[src/rtl/carry_resolve_unit_pkg.sv]
// Shared definitions for the carry-save to binary resolver.
// Holds the FSM state encoding, default operand/slice widths and the
// helper that derives how many slices one resolution takes.
package cru_pkg;

    localparam int DEF_WIDTH = 16;
    localparam int DEF_SLICE = 4;

    typedef enum logic [1:0] {
        ST_IDLE = 2'd0,
        ST_RUN  = 2'd1,
        ST_DONE = 2'd2
    } state_t;

    // Number of SLICE-bit steps needed to cover the WIDTH+2 bit result.
    function automatic int nslice(input int width, input int slice);
        return (width + 2 + slice - 1) / slice;
    endfunction

endpackage

[src/rtl/carry_resolve_unit_if.sv]
// Handshake bundle for the carry resolver: a valid/ready input channel
// carrying the carry-save pair and a valid/ready output channel carrying
// the resolved WIDTH+2 bit value. master = producer/consumer side, slave = unit.
interface carry_resolve_unit_if
    import cru_pkg::*;
#(
    parameter int WIDTH = DEF_WIDTH
);
    logic               in_valid;
    logic               in_ready;
    logic [WIDTH-1:0]   in_sum;
    logic [WIDTH-1:0]   in_carry;
    logic               out_valid;
    logic               out_ready;
    logic [WIDTH+1:0]   out_value;

    modport master (
        output in_valid, in_sum, in_carry, out_ready,
        input  in_ready, out_valid, out_value
    );

    modport slave (
        input  in_valid, in_sum, in_carry, out_ready,
        output in_ready, out_valid, out_value
    );
endinterface

[src/rtl/carry_resolve_unit_rca_slice.sv]
// Combinational SLICE-bit ripple-carry adder.
// Ports: a, b (SLICE bits), cin -> s (SLICE bits), cout. Zero latency.
// No flow control; pure function of its inputs.
module rca_slice
    import cru_pkg::*;
#(
    parameter int SLICE = DEF_SLICE
) (
    input  logic [SLICE-1:0] a,
    input  logic [SLICE-1:0] b,
    input  logic             cin,
    output logic [SLICE-1:0] s,
    output logic             cout
);

    always_comb begin
        logic c;
        c = cin;
        s = '0;
        for (int i = 0; i < SLICE; i++) begin
            s[i] = a[i] ^ b[i] ^ c;
            c    = (a[i] & b[i]) | (c & (a[i] ^ b[i]));
        end
        cout = c;
    end

endmodule

[src/rtl/carry_resolve_unit.sv]
// Resolves a carry-save pair (sum, carry) into binary, SLICE bits per cycle.
// Latency: out_valid rises NSLICE cycles after the accept edge; II = NSLICE+2.
// Backpressure: one transaction in flight; in_ready low until the result is taken.
// Ports: clk, rst_n (async active-low), bus (slave modport of carry_resolve_unit_if).
module carry_resolve_unit
    import cru_pkg::*;
#(
    parameter int WIDTH = DEF_WIDTH,
    parameter int SLICE = DEF_SLICE
) (
    input  logic                 clk,
    input  logic                 rst_n,
    carry_resolve_unit_if.slave  bus
);

    localparam int OW    = WIDTH + 2;
    localparam int NSL   = nslice(WIDTH, SLICE);
    localparam int PW    = NSL * SLICE;
    localparam int LAST  = NSL - 1;
    localparam int LASTW = OW - LAST * SLICE;
    localparam int CW    = (NSL > 1) ? $clog2(NSL) : 1;

    state_t             state;
    logic [PW-1:0]      a_reg;
    logic [PW-1:0]      b_reg;
    logic [OW-1:0]      res_reg;
    logic               carry_q;
    logic [CW-1:0]      cnt;
    logic               out_vld_q;
    logic               in_rdy_q;

    logic [SLICE-1:0]   a_sl;
    logic [SLICE-1:0]   b_sl;
    logic [SLICE-1:0]   s_sl;
    logic               cout;

    // Operand slice selected by the counter feeds the single shared adder.
    always_comb begin
        a_sl = '0;
        b_sl = '0;
        for (int k = 0; k < NSL; k++) begin
            if (cnt == CW'(k)) begin
                a_sl = a_reg[k*SLICE +: SLICE];
                b_sl = b_reg[k*SLICE +: SLICE];
            end
        end
    end

    rca_slice #(.SLICE(SLICE)) u_slice (
        .a    (a_sl),
        .b    (b_sl),
        .cin  (carry_q),
        .s    (s_sl),
        .cout (cout)
    );

    always_ff @(posedge clk or negedge rst_n) begin
        if (!rst_n) begin
            state     <= ST_IDLE;
            a_reg     <= '0;
            b_reg     <= '0;
            res_reg   <= '0;
            carry_q   <= 1'b0;
            cnt       <= '0;
            out_vld_q <= 1'b0;
            in_rdy_q  <= 1'b1;
        end else begin
            case (state)
                ST_IDLE: begin
                    if (bus.in_valid) begin
                        a_reg    <= PW'(bus.in_sum);
                        // Carry vector carries weight 2^(i+1): shift in a zero LSB.
                        b_reg    <= PW'({bus.in_carry, 1'b0});
                        res_reg  <= '0;
                        carry_q  <= 1'b0;
                        cnt      <= '0;
                        in_rdy_q <= 1'b0;
                        state    <= ST_RUN;
                    end
                end
                ST_RUN: begin
                    carry_q <= cout;
                    cnt     <= cnt + 1'b1;
                    for (int k = 0; k < LAST; k++) begin
                        if (cnt == CW'(k)) begin
                            res_reg[k*SLICE +: SLICE] <= s_sl;
                        end
                    end
                    // Last slice: only the bits that fit in the result are kept;
                    // padding sum bits and the final carry-out are dropped.
                    if (cnt == CW'(LAST)) begin
                        res_reg[OW-1:LAST*SLICE] <= s_sl[LASTW-1:0];
                        out_vld_q <= 1'b1;
                        state     <= ST_DONE;
                    end
                end
                ST_DONE: begin
                    if (bus.out_ready) begin
                        out_vld_q <= 1'b0;
                        in_rdy_q  <= 1'b1;
                        state     <= ST_IDLE;
                    end
                end
                default: begin
                    state <= ST_IDLE;
                end
            endcase
        end
    end

    assign bus.in_ready  = in_rdy_q;
    assign bus.out_valid = out_vld_q;
    // Result register holds partial sums while running; expose it only when valid.
    assign bus.out_value = out_vld_q ? res_reg : '0;

endmodule

[src/flat_wrapper.sv]
// flat-port wrapper written by rule: the top's interface ports become plain ports
module carry_resolve_unit_flat import cru_pkg::*;
#(
    parameter int WIDTH = DEF_WIDTH,
    parameter int SLICE = DEF_SLICE
)
  (clk, rst_n, bus_in_valid, bus_in_sum, bus_in_carry, bus_out_ready, bus_in_ready, bus_out_valid, bus_out_value);
  carry_resolve_unit_if #(.WIDTH(WIDTH)) bus_i ();
  input  logic clk;
  input  logic rst_n;
  input wire logic [$bits(bus_i.in_valid)-1:0] bus_in_valid;
  input wire logic [$bits(bus_i.in_sum)-1:0] bus_in_sum;
  input wire logic [$bits(bus_i.in_carry)-1:0] bus_in_carry;
  input wire logic [$bits(bus_i.out_ready)-1:0] bus_out_ready;
  output wire logic [$bits(bus_i.in_ready)-1:0] bus_in_ready;
  output wire logic [$bits(bus_i.out_valid)-1:0] bus_out_valid;
  output wire logic [$bits(bus_i.out_value)-1:0] bus_out_value;
  assign bus_i.in_valid = bus_in_valid;
  assign bus_i.in_sum = bus_in_sum;
  assign bus_i.in_carry = bus_in_carry;
  assign bus_i.out_ready = bus_out_ready;
  assign bus_in_ready = bus_i.in_ready;
  assign bus_out_valid = bus_i.out_valid;
  assign bus_out_value = bus_i.out_value;
  carry_resolve_unit #(.WIDTH(WIDTH), .SLICE(SLICE)) u_core (.clk(clk), .rst_n(rst_n), .bus(bus_i));
endmodule
[config.mk]
export PLATFORM = sky130hd
export DESIGN_NAME = carry_resolve_unit_flat
export DESIGN_NICKNAME = d
export VERILOG_FILES = /design/src/rtl/carry_resolve_unit_pkg.sv /design/src/rtl/carry_resolve_unit_if.sv /design/src/rtl/carry_resolve_unit_rca_slice.sv /design/src/rtl/carry_resolve_unit.sv /design/src/flat_wrapper.sv
export SDC_FILE = /design/constraint.sdc
export NUM_CORES = 1
export LEC_CHECK = 0
export CAP_MARGIN = 25
export CORE_ASPECT_RATIO = 0.9
export CORE_MARGIN = 10
export CORE_UTILIZATION = 40
export DETAILED_ROUTE_END_ITERATION = 6
export PLACE_DENSITY = 0.67
export SYNTH_ARGS = -nofsm -noshare
export SYNTH_HDL_FRONTEND = slang
export SYNTH_SLANG_ARGS = --single-unit
[constraint.sdc]
create_clock -name clk -period 3.8 [get_ports clk]
set_input_delay 0.76 -clock clk [delete_from_list [all_inputs] [get_ports clk]]
set_output_delay 0.76 -clock clk [all_outputs]
set_load 0.02 [all_outputs]
Yosys cells after proc, flatten, opt, wreduce, memory -nomap -nowiden:

Index checks and enable logic that the tools add are counted.

* latch bits: 0
* register bits after elaboration: 58
* memories kept: 0
* bits in writable memories: 0
* output and inout port bits: 20
* logic and storage cells: 92
* bits in read-only memories: 0

* equality and inequality tests: 13
* add/sub/neg operators: 1
* shifts and indexed selects: 0
* $mul: 0
* reductions and logical operators: 15
* divide/modulo/power cells: 0
* bitwise operators: 20
* multiplexer cells: 31
* magnitude comparators: 0

Operators with widths (count)
* $mux W4: 14
* $mux W18: 2
* $pmux W18 S2: 1
* $reduce_and A3 Y1: 8
* $ne A2 B1 Y1 const B: 5
* $and A1 B1 Y1: 8
* $mux W2: 4
* $xor A1 B1 Y1: 8
* $eq A3 B2 Y1 const B: 2
* $pmux W1 S2: 3
* $pmux W2 S3: 1
* $pmux W3 S2: 1
* $reduce_bool A2 Y1: 3
* $mux W1: 4
* $ne A2 B2 Y1 const B: 2
* $or A1 B1 Y1: 4
* $reduce_and A2 Y1: 2
* $add A3 B1 Y3 const B: 1
* $eq A3 B1 Y1 const B: 1
* $eq A3 B3 Y1 const B: 1
* $logic_not A3 Y1: 1
* $mux W3: 1
* $eq A2 B1 Y1 const B: 1
* $eq A2 B2 Y1 const B: 1
* $logic_not A2 Y1: 1

Longest topological paths before layout:

Gate-level depths: netlist (run 1).

* depth in word-level cells: 16
* depth in mapped cells: 16

By module:

Synthesis (run 1) repeated with hierarchy kept, for this count alone.

* cells, all modules: 270
* area total of the unflattened synthesis: 2920.3 um^2

Modules (own cells, without submodules)
* carry_resolve_unit: area an instance 2802.7 um^2, times used 1, cells an instance 256
* rca_slice: area an instance 117.6 um^2, times used 1, cells an instance 14

Worst setup path after synthesis (run 1):

OpenSTA, ideal clock, no wires.

* path type: reg-to-reg
* start: reg u_core.cnt[2]
* end: reg u_core.res_reg[15]
* clock period less this slack: 3.589 ns
* cell stages (with the launch flop): 17
* slack: 0.211 ns
* library setup time: 0.067 ns
* data arrival time: 3.522 ns
* path buffers: 2
* cell sequence: dfrtp_1 -> clkbuf_2 -> clkinv_1 -> ha_1 -> buf_1 -> or3b_2 -> o211ai_1 -> a32oi_1 -> fa_1 -> inv_1 -> fa_1 -> inv_1 -> fa_1 -> inv_1 -> fa_1 -> o2bb2ai_1 -> a22o_1

* word-level cells in the longest chain between the ends: 16

Ends and longest elaborated chain
* from (decl): line carry_resolve_unit.sv:28 `logic [CW-1:0] cnt;`
* from (signal assigned): line carry_resolve_unit.sv:83 `cnt <= cnt + 1'b1;`
* $logic_not A3 Y1: line carry_resolve_unit.sv:42 `if (cnt == CW'(k)) begin`
* $mux W4 (5 in a row): line carry_resolve_unit.sv:42
* $xor A1 B1 Y1: line carry_resolve_unit_rca_slice.sv:22 `c = (a[i] & b[i]) | (c & (a[i] ^ b[i]));`
* $and A1 B1 Y1: line carry_resolve_unit_rca_slice.sv:22
* $or A1 B1 Y1: line carry_resolve_unit_rca_slice.sv:22
* $and A1 B1 Y1: line carry_resolve_unit_rca_slice.sv:22
* $or A1 B1 Y1: line carry_resolve_unit_rca_slice.sv:22
* $and A1 B1 Y1: line carry_resolve_unit_rca_slice.sv:22
* $or A1 B1 Y1: line carry_resolve_unit_rca_slice.sv:22
* $xor A1 B1 Y1: line carry_resolve_unit_rca_slice.sv:21 `s[i] = a[i] ^ b[i] ^ c;`
* $mux W4: line carry_resolve_unit.sv:85 `if (cnt == CW'(k)) begin`
* $pmux W18 S2: line carry_resolve_unit.sv:68 `case (state)`
* to (signal, indexed assignment): line carry_resolve_unit.sv:86 `res_reg[k*SLICE +: SLICE] <= s_sl;`
* to (signal, indexed assignment): line carry_resolve_unit.sv:92 `res_reg[OW-1:LAST*SLICE] <= s_sl[LASTW-1:0];`
* to (decl): line carry_resolve_unit.sv:26 `logic [OW-1:0] res_reg;`

Several ways; a longest one is shown, not always the timed one. The select of a mux whose other input is x is not followed.
A chain may end at the register's enable or synchronous reset.

Worst setup path after layout (run 1):

* start: reg u_core.cnt[0]
* end: reg u_core.res_reg[15]

Same word-level chain as after synthesis.

==> results of run 1 <==
[placed cells by master (no fill, tap or decap), drive strengths merged]
cell           netlist  final
nor2b                2      2
o2bb2ai              9      9
fa                   4      4
o21ai                4      4
and2b                1      1
mux2                32     32
a21oi                5      5
o221ai               3      3
and4                 1      1
dfstp                1      1
o21bai               2      2
nand2               25     25
clkinv               1      3
nand3b               7      7
a22o                 9      9
nor2                 3      3
and4b                1      1
nor3b                2      2
and2                18     18
inv                  7      7
clkbuf               7     13
o22a                 1      1
or3b                 4      4
a32oi                3      3
buf                  8     11
o311ai               1      1
nand3                1      1
a32o                10     10
a31oi                1      1
clkdlybuf4s50        0     54
dfrtp               57     57
o211ai               4      4
ha                   5      5
nand2b               4      4
[power groups by stage]
stage               clock [mW]  combinational, mW  sequential (mW)
global placement             0               1.68             1.11
detailed placement           0               1.70             1.12
finish                   0.535               1.71             1.11
floorplan                    0               1.23             1.02
CTS                      0.548               1.71             1.11
global route             0.577               1.88             1.15
[per-layer routing]
metal	vias up	wire (um)	GRT usage (%)
li1	1011	-	-
met1	1021	3102	16.40
met2	82	3043	19.18
met3	11	624	6.266
met4	0	78	3.800
met5	-	0	0
[logic make-up (layout without fill, tap and decap cells)]
logic type               after synthesis  count (layout)
AND/OR/NAND/NOR                       69              69
flip-flops                            58              58
multiplexers                          32              32
AO/OA/AOI/OAI                         52              52
adder cells (fa/ha/maj)                9               9
buffers and inverters                 23              88
[final timing paths]
| check | end | cells after the start | start |
|---|---|---|---|
| max reg2reg | u_core.res_reg[15] | 14 | u_core.cnt[0] |
| max | u_core.res_reg[15] | 14 | u_core.cnt[0] |
| min | u_core.state[1] | 1 | rst_n |
| min reg2reg | u_core.res_reg[6] | 1 | u_core.res_reg[6] |
| min in group clk | u_core.res_reg[6] | 1 | u_core.res_reg[6] |
| max in group asynchronous | u_core.b_reg[2] | 2 | rst_n |
[stage by stage]
| step | power, mW | cells | utilization [%] |
|---|---|---|---|
| after global placement | 2.794 | 386 | 50.46 |
| after global routing | 3.609 | 401 | 53.15 |
| after floorplan | 2.250 | 243 | - |
| after CTS | 3.373 | 401 | 53.15 |
| after detailed placement | 2.825 | 386 | 50.46 |
| final | 3.356 | 401 | 53.15 |
[worst max-delay path, cell delays in order (launching register included)]
cell	delay, ps
sky130_fd_sc_hd__dfrtp_1	420
sky130_fd_sc_hd__ha_1	220
sky130_fd_sc_hd__ha_1	200
sky130_fd_sc_hd__or3b_2	480
sky130_fd_sc_hd__o211ai_1	120
sky130_fd_sc_hd__a32oi_1	120
sky130_fd_sc_hd__fa_1	430
sky130_fd_sc_hd__inv_1	70
sky130_fd_sc_hd__fa_1	160
sky130_fd_sc_hd__inv_1	50
sky130_fd_sc_hd__fa_1	360
sky130_fd_sc_hd__inv_1	90
sky130_fd_sc_hd__fa_1	470
sky130_fd_sc_hd__o2bb2ai_1	170
sky130_fd_sc_hd__a22o_1	150
[cell type report]
| type | instances | area, um2 |
|---|---|---|
| inverters | 8 | 30.03 |
| repair buffers | 65 | 620.6 |
| fillers | 627 | 3298 |
| multi-input cells | 162 | 1333 |
| flip-flops and latches | 58 | 1453 |
| clock inverters | 2 | 10.01 |
| clock buffers | 13 | 178.9 |
| well taps | 93 | 116.4 |
==> results.md, run 1 <==
Outcome:
- The flow ran to the end, and the final reports show no timing, DRC or antenna violations.

Power:
- For this design the static power due to leakage is 1.528 nW.
- Of the total power, the share spent switching nets is 39.21%.
- The share of total power dissipated in sequential elements is 33.1%.
- The internal portion of the total power is 2.040 mW.
- The switching power is 1.316 mW.
- The clock group share of total power is 15.9%.
- The combinational group share of total power is 50.9%.
- The power per cell area is 897.0 nW/um2.
- VDD sags by at most 0.3649 mV.

Clocking:
- The clock-pin slew on the worst setup and hold paths is 60 ps.
- The count of instances resized after the clock tree is built is 0.
- In this run, CTS created clock tree buffers numbering 9.
- The total setup buffers inserted after CTS is 0.
- At the later pin of the worst-skew pair, clock insertion delay measures 340 ps.
- The level count of the clock H-tree is 3.
- The number of sinks handled by clock tree synthesis is 58.
- The number of hold buffers added after cts is 0.
- The clock passes through at most 2 buffers.
- TritonCTS built the clock tree.
- Clock tree synthesis selected as its root buffer the cell sky130_fd_sc_hd__clkbuf_8.

Synth:
- The synthesized design devotes to its leading area cell type 49.14% of total area.
- For this run, the number of Yosys warnings is 0.
- The combinational family with the most area after synthesis is compound AO/OA/AOI/OAI gates.
- After Yosys synthesis, and, or, nand and nor cells account for 13.97% of the synthesized area.
- For this run, the leading register cell type out of synthesis is sky130_fd_sc_hd__dfrtp_1.
- Counting every net in the synthesized netlist gives 288.
- Sorting the synthesized cells by how often they occur yields sky130_fd_sc_hd__dfrtp_1 (57), sky130_fd_sc_hd__mux2_2 (32), sky130_fd_sc_hd__nand2_1 (25).
- Summing the sequential cell areas from Yosys gives 50.04% of the chip area.
- Counting flops with a built-in enable in the synthesized netlist gives 0.
- The library cell with the highest instance count after synthesis is sky130_fd_sc_hd__dfrtp_1.
- The area fraction in compound gates after synthesis is 14.61%.
- The cell type with the highest aggregate area in the netlist is sky130_fd_sc_hd__dfrtp_1.
- A synthesized cell averages 11.95 um2.
- The async set-or-reset flop fraction in the synthesized netlist is 100.0%.
- The synthesized-area fraction occupied by adder cells is 4.914%.
- The number of instances in the synthesized netlist is 243.
- Measured against the total synthesized area, the mux share comes to 12.41%.
- The summed instance area of the synthesized netlist is 2903 um2.
- In the post-synthesis netlist, the biggest area contributors are sky130_fd_sc_hd__dfrtp_1 (49%), sky130_fd_sc_hd__mux2_2 (12%), sky130_fd_sc_hd__and2_1 (3.9%).
- In this run, synthesis produced a sequential element count of 58.
- The synthesized netlist devotes 0% of its cell area to XOR and XNOR gates.
- In this run, distinct cell masters in the synthesized netlist total 38.

Routing:
- The total wire length after detailed routing is 6849 um.
- The routed wirelength normalized by instance count is 17.08 um.
- Dividing the detail-routed via count by the number of cells gives 5.299.
- The total vias in the final route is 2125.
- The number of DRC markers after the initial detailed-route iteration is 87.
- The first-pass iteration count of the detailed router is 4.
- Once detail routing completed, the nets flagged for antenna violations numbered 0.
- The remaining design rule violation count is 0.

GRT:
- The global-route wire length before repair is 11160 um.
- The total overflow left after global routing is 0.
- The number of antenna violations at the first check in global routing came to 0.
- The total track usage is 12.99%.
- Entering global routing, the biggest net connects 37 pins.
- The number of global-route vias before repair is 2176.

STA:
- For the pin with the worst max-slew slack, the measured transition is 740.2 ps.
- In the final timing run, aggregate negative setup slack is 0 ps.
- Setup slack closes at 222.3 ps.
- Dividing the final minimum period by the clock period gives 94.15%.
- The number of max-slew violations in the final report is 0.
- For this run, the top clock speed supported by timing is 279.5 MHz.
- The final number of hold-violating endpoints is 0.
- Subtracting the final worst setup slack from the clock period gives 3578 ps.
- Setup repair after global routing left no endpoint under its margin.
- Final hold analysis gives a worst-case slack of 445.2 ps.
- Setup violations remaining at the end of the flow were counted as 0.
- The worst slew slack as a fraction of its limit is 50.55%.
- For the final database, setup skew stands at 9.454 ps.

Worst hold path:
- The worst hold path belongs to the class input pin to async pin.

Placement:
- Routability-driven placement finished with a final weighted congestion of 0.8444.
- The count of buffers inserted at the top-level ports is 55.
- Prior to clock tree synthesis, the placed netlist has a worst setup slack of 251.2 ps.
- Once detailed placement completed, the half-perimeter wirelength came to 4993 um.
- After detailed placement, the total cell area comes to 3552 um2.

Floorplan:
- The floorplan step defined a die boundary enclosing 11070 um2.
- The initialized floorplan defines 29 standard-cell rows.
- For this configuration, the core starts out at a cell density of 41.24%.
- The die is 100.8 um tall.
- During I/O placement, the number of pins put on the boundary was 56.
- The floorplan step set the die width to 109.8 um.
- The region available for standard cell placement spans 7039 um2.

Setup path:
- The peak fanout along the critical path is 5.
- STA classifies the critical path startpoint as a flip-flop.
- The worst setup path is captured at a flip-flop.
- Setup slack on the worst reg-to-reg path comes out at 220 ps.
- The critical path is of the flip-flop to flip-flop type.
- The required time of the critical path is 4080 ps.
- Data arrives at the worst endpoint at 3860 ps.

Final layout:
- With fillers left out, the area of the finished cells amounts to 3741 um2.
- The final layout contains 349 nets.
- The share of post-route cells with drive strength above 1 is 21.10%.
- 0 antenna diodes ended up in the layout.
- Relative to the synthesized area, the layout overhead comes to 28.88%.
- The number of flip-flops in the largest register is 18.

Run:
- Max-cap violations in this run came to 0.
Note: power is estimated with default switching activity, not from simulation.
==> run 2: changes to the inputs <==
Settings changed: CTS_BUF_LIST from default to sky130_fd_sc_hd__clkbuf_2 sky130_fd_sc_hd__clkbuf_4 sky130_fd_sc_hd__clkbuf_8, PLACE_DENSITY 0.67 to 0.7.
==> run 2 against run 1 <==
Effect of this change: register-to-register slack better by 60 ps; design area decreased by 0.20%; count of clock-buffer cells in the layout did not move; flip-flop and latch count stayed put; combinational power hardly changed; first-iteration DRC count is 38% higher; critical path depth did not move; wire length shrank 5.7%; global-route usage is 0.92 points lower; worst hold slack better by 9.8 ps; critical path type unchanged; largest cell class unchanged; highest routed layer unchanged.
==> results.md, run 2 (synthesis gave the netlist of run 1 again) <==
Final layout:
- The number of flip-flops in the largest register is 18 (unchanged).
- The library cells used most frequently in the layout, excluding fill and tap cells, are sky130_fd_sc_hd__dfrtp_1 (57), sky130_fd_sc_hd__clkdlybuf4s50_1 (54), sky130_fd_sc_hd__mux2_2 (32).
- The final net count is 348 (-0.29%).
- The sequential cell area is 1453 um2 (unchanged).
- The area growth from synthesis to layout is 28.62%.
- The number of antenna diodes is 0 (unchanged).
- The share of post-route cells with drive strength above 1 is 20.85% (-0.26 points).
- The filler cell count is 636 (+1.4%).
- The multi-input gate area in the final layout is 1333 um2 (unchanged).
- The most common cell after layout, fill and taps aside is sky130_fd_sc_hd__dfrtp_1.

STA:
- The post-route clock skew was 5.248 ps (-4.207 ps).
- The final-layout setup total negative slack is 0 ps (unchanged).
- The minimum clock period is 3513 ps (-64.35 ps).
- The worst setup slack after layout is 286.7 ps (+64.35 ps).
- The final number of hold-violating endpoints came to 0 (unchanged).
- Setup repair after global routing left no endpoint under its margin.
- The achievable frequency is 284.6 MHz (+1.8%).
- The worst slew slack as a fraction of its limit is 50.85% (+0.30 points).
- The final-report setup violation count was 0 (unchanged).
- The transition time at the pin with the least slew margin was 734.0 ps (-6.191 ps).
- The final worst-path cycle share is 92.46% (-1.7 points).
- The number of max-slew violations in the final report is 0 (unchanged).

Routing:
- The via-per-instance ratio is 5.258 (-0.79%).
- The routed length on met3 is 582 um (-6.7%).
- The first-pass iteration count of the detailed router is 4 (unchanged).
- The amount of wire on met2 after detailed routing came to 2844 um (-6.5%).
- The number of DRC markers after the initial detailed-route iteration is 120 (+38%).
- The total vias in the final route is 2103 (-1.0%).
- In this run the top signal layer used is met4.
- The routed wirelength normalized by instance count is 16.15 um (-5.4%).
- The total wire length after detailed routing is 6460 um (-5.7%).
- The total routed wire length on the met1 layer is 2962 um (-4.5%).
- The remaining design rule violation count came to 0 (unchanged).
- The antenna violation net count after detailed routing is 0 (unchanged).

GRT:
- The total overflow reported by the global router is 0 (unchanged).
- The global-route wire length before repair is 10540 um (-5.5%).
- The total track usage is 12.06% (-0.92 points).
- The number of antenna violations at the first check in global routing is 0 (unchanged).
- The number of global-route vias before repair is 2184 (+0.37%).
- The pin count of the biggest net entering global routing is 37 (unchanged).

Floorplan:
- The overall die area was 11070 um2 (unchanged).
- The overall die width is 109.8 um (unchanged).
- The area of the core region was 7039 um2 (unchanged).
- The effective utilization at floorplan is 41.24% (unchanged).
- The boundary pin count is 56 (unchanged).
- The number of rows in the core area came to 29 (unchanged).
- The height of the die is 100.8 um (unchanged).

Setup path:
- The minimum setup slack among reg-to-reg paths is 290 ps (+60 ps).
- The last element of the critical path is u_core.res_reg[15].
- The required time of the critical path is 4070 ps (about the same).
- The worst endpoint data arrival time is 3780 ps (-80 ps).
- The peak fanout along the critical path is 8 (+3).
- The startpoint of the worst setup timing path is u_core.cnt[2].
- The depth of the worst register-to-register path was 14 (unchanged).
- The worst flop-to-flop path startpoint is u_core.cnt[2].
- The element type at the critical path start is a flip-flop.
- The endpoint type of the worst setup path is a flip-flop.
- The setup path with the least slack is of type flip-flop to flip-flop.
- The worst register-to-register path ends at u_core.res_reg[15].

Clocking:
- The number of buffers on the longest clock path is 2 (unchanged).
- The count of instances resized after the clock tree is built is 0 (unchanged).
- The number of sinks handled by clock tree synthesis came to 58 (unchanged).
- Clock tree synthesis selected as its root buffer the cell sky130_fd_sc_hd__clkbuf_8.
- The clock latency reported for the late side of the worst-skew pair is 330 ps (about the same).
- The number of hold buffers added after cts was 0 (unchanged).
- TritonCTS built the clock tree.
- The clock-pin slew on the worst setup and hold paths came to 60 ps (about the same).
- The level count of the clock H-tree was 3 (unchanged).
- The total setup buffers inserted after CTS is 0 (unchanged).
- The total CTS buffers is 9 (unchanged).

Placement:
- The pre-CTS setup slack is 296.5 ps (+45.33 ps).
- The post-detailed-placement half-perimeter wirelength came to 4926 um (-1.3%).
- The count of buffers inserted at the top-level ports was 55 (unchanged).
- The placer's final routability congestion estimate was 0.8448 (about the same).

Power:
- The leakage power total is 1.523 nW (-0.33%).
- The power per cell area is 886.9 nW/um2 (-1.1%).
- The peak supply drop is 0.3989 mV (+9.3%).

Run:
- The max-capacitance violation count is 0 (unchanged).

Outcome:
- The run finished with clean final reports.

Worst hold path:
- The worst hold path belongs to the class input pin to async pin.
## run 2: changes by cell type in the layout (fill, tap and decap cells not counted), sizes merged
cell,before,now
buf,11,10
## run 2: worst min-delay path by stage
stage | slack [ps] | cells past startpoint | to
2_1_floorplan | 450 | 1 | u_core.res_reg[11]
3_3_place_gp | 470 | 1 | u_core.res_reg[5]
3_5_place_dp | 470 | 1 | u_core.res_reg[3]
4_1_cts | 460 | 1 | u_core.bus.out_valid
5_1_grt | 500 | 1 | u_core.res_reg[3]
6_report | 460 | 1 | u_core.state[1]
## run 2: metrics by stage
stage          area, um2  cells  power (mW)  hold slack [ps]  utilization, %
3_3_place_gp        3545    385       2.769            473.5           50.36
6_report            3734    400       3.311            455.1           53.04
2_1_floorplan       2903    243       2.250            448.7               -
4_1_cts             3734    400       3.348            461.8           53.04
3_5_place_dp        3545    385       2.810            473.2           50.36
5_1_grt             3734    400       3.555            503.0           53.04
## run 2: cell type report
| type | count | area share, % |
|---|---|---|
| clock buffers | 13 | 4.792 |
| clock inverters | 2 | 0.2681 |
| inverters | 8 | 0.8043 |
| multi-input cells | 162 | 35.69 |
| flip-flops and latches | 58 | 38.91 |
| well taps | 93 | 3.117 |
| repair buffers | 64 | 16.42 |
## run 2: power by group
part           switching [mW]  internal, mW  total, mW
combinational           0.848         0.832       1.68
clock                   0.221         0.302      0.523
sequential              0.210         0.899       1.11
total                    1.28          2.03       3.31
## run 2: routing by layer
| metal | vias to the layer above | global-route usage, % |
|---|---|---|
| met3 | 8 | 5.243 |
| met1 | 1020 | 15.26 |
| met5 | - | 0 |
| met4 | 0 | 3.300 |
| met2 | 69 | 18.31 |
| li1 | 1006 | - |
## run 2: worst max-delay path, stage by stage (launching register included)
cell                        delay (ps)
sky130_fd_sc_hd__dfrtp_1           490
sky130_fd_sc_hd__clkinv_1          150
sky130_fd_sc_hd__ha_1              210
sky130_fd_sc_hd__or3b_2            460
sky130_fd_sc_hd__o211ai_1          100
sky130_fd_sc_hd__a32oi_1           100
sky130_fd_sc_hd__fa_1              420
sky130_fd_sc_hd__inv_1              90
sky130_fd_sc_hd__fa_1              160
sky130_fd_sc_hd__inv_1              50
sky130_fd_sc_hd__fa_1              360
sky130_fd_sc_hd__inv_1              80
sky130_fd_sc_hd__fa_1              470
sky130_fd_sc_hd__o2bb2ai_1         170
sky130_fd_sc_hd__a22o_1            140
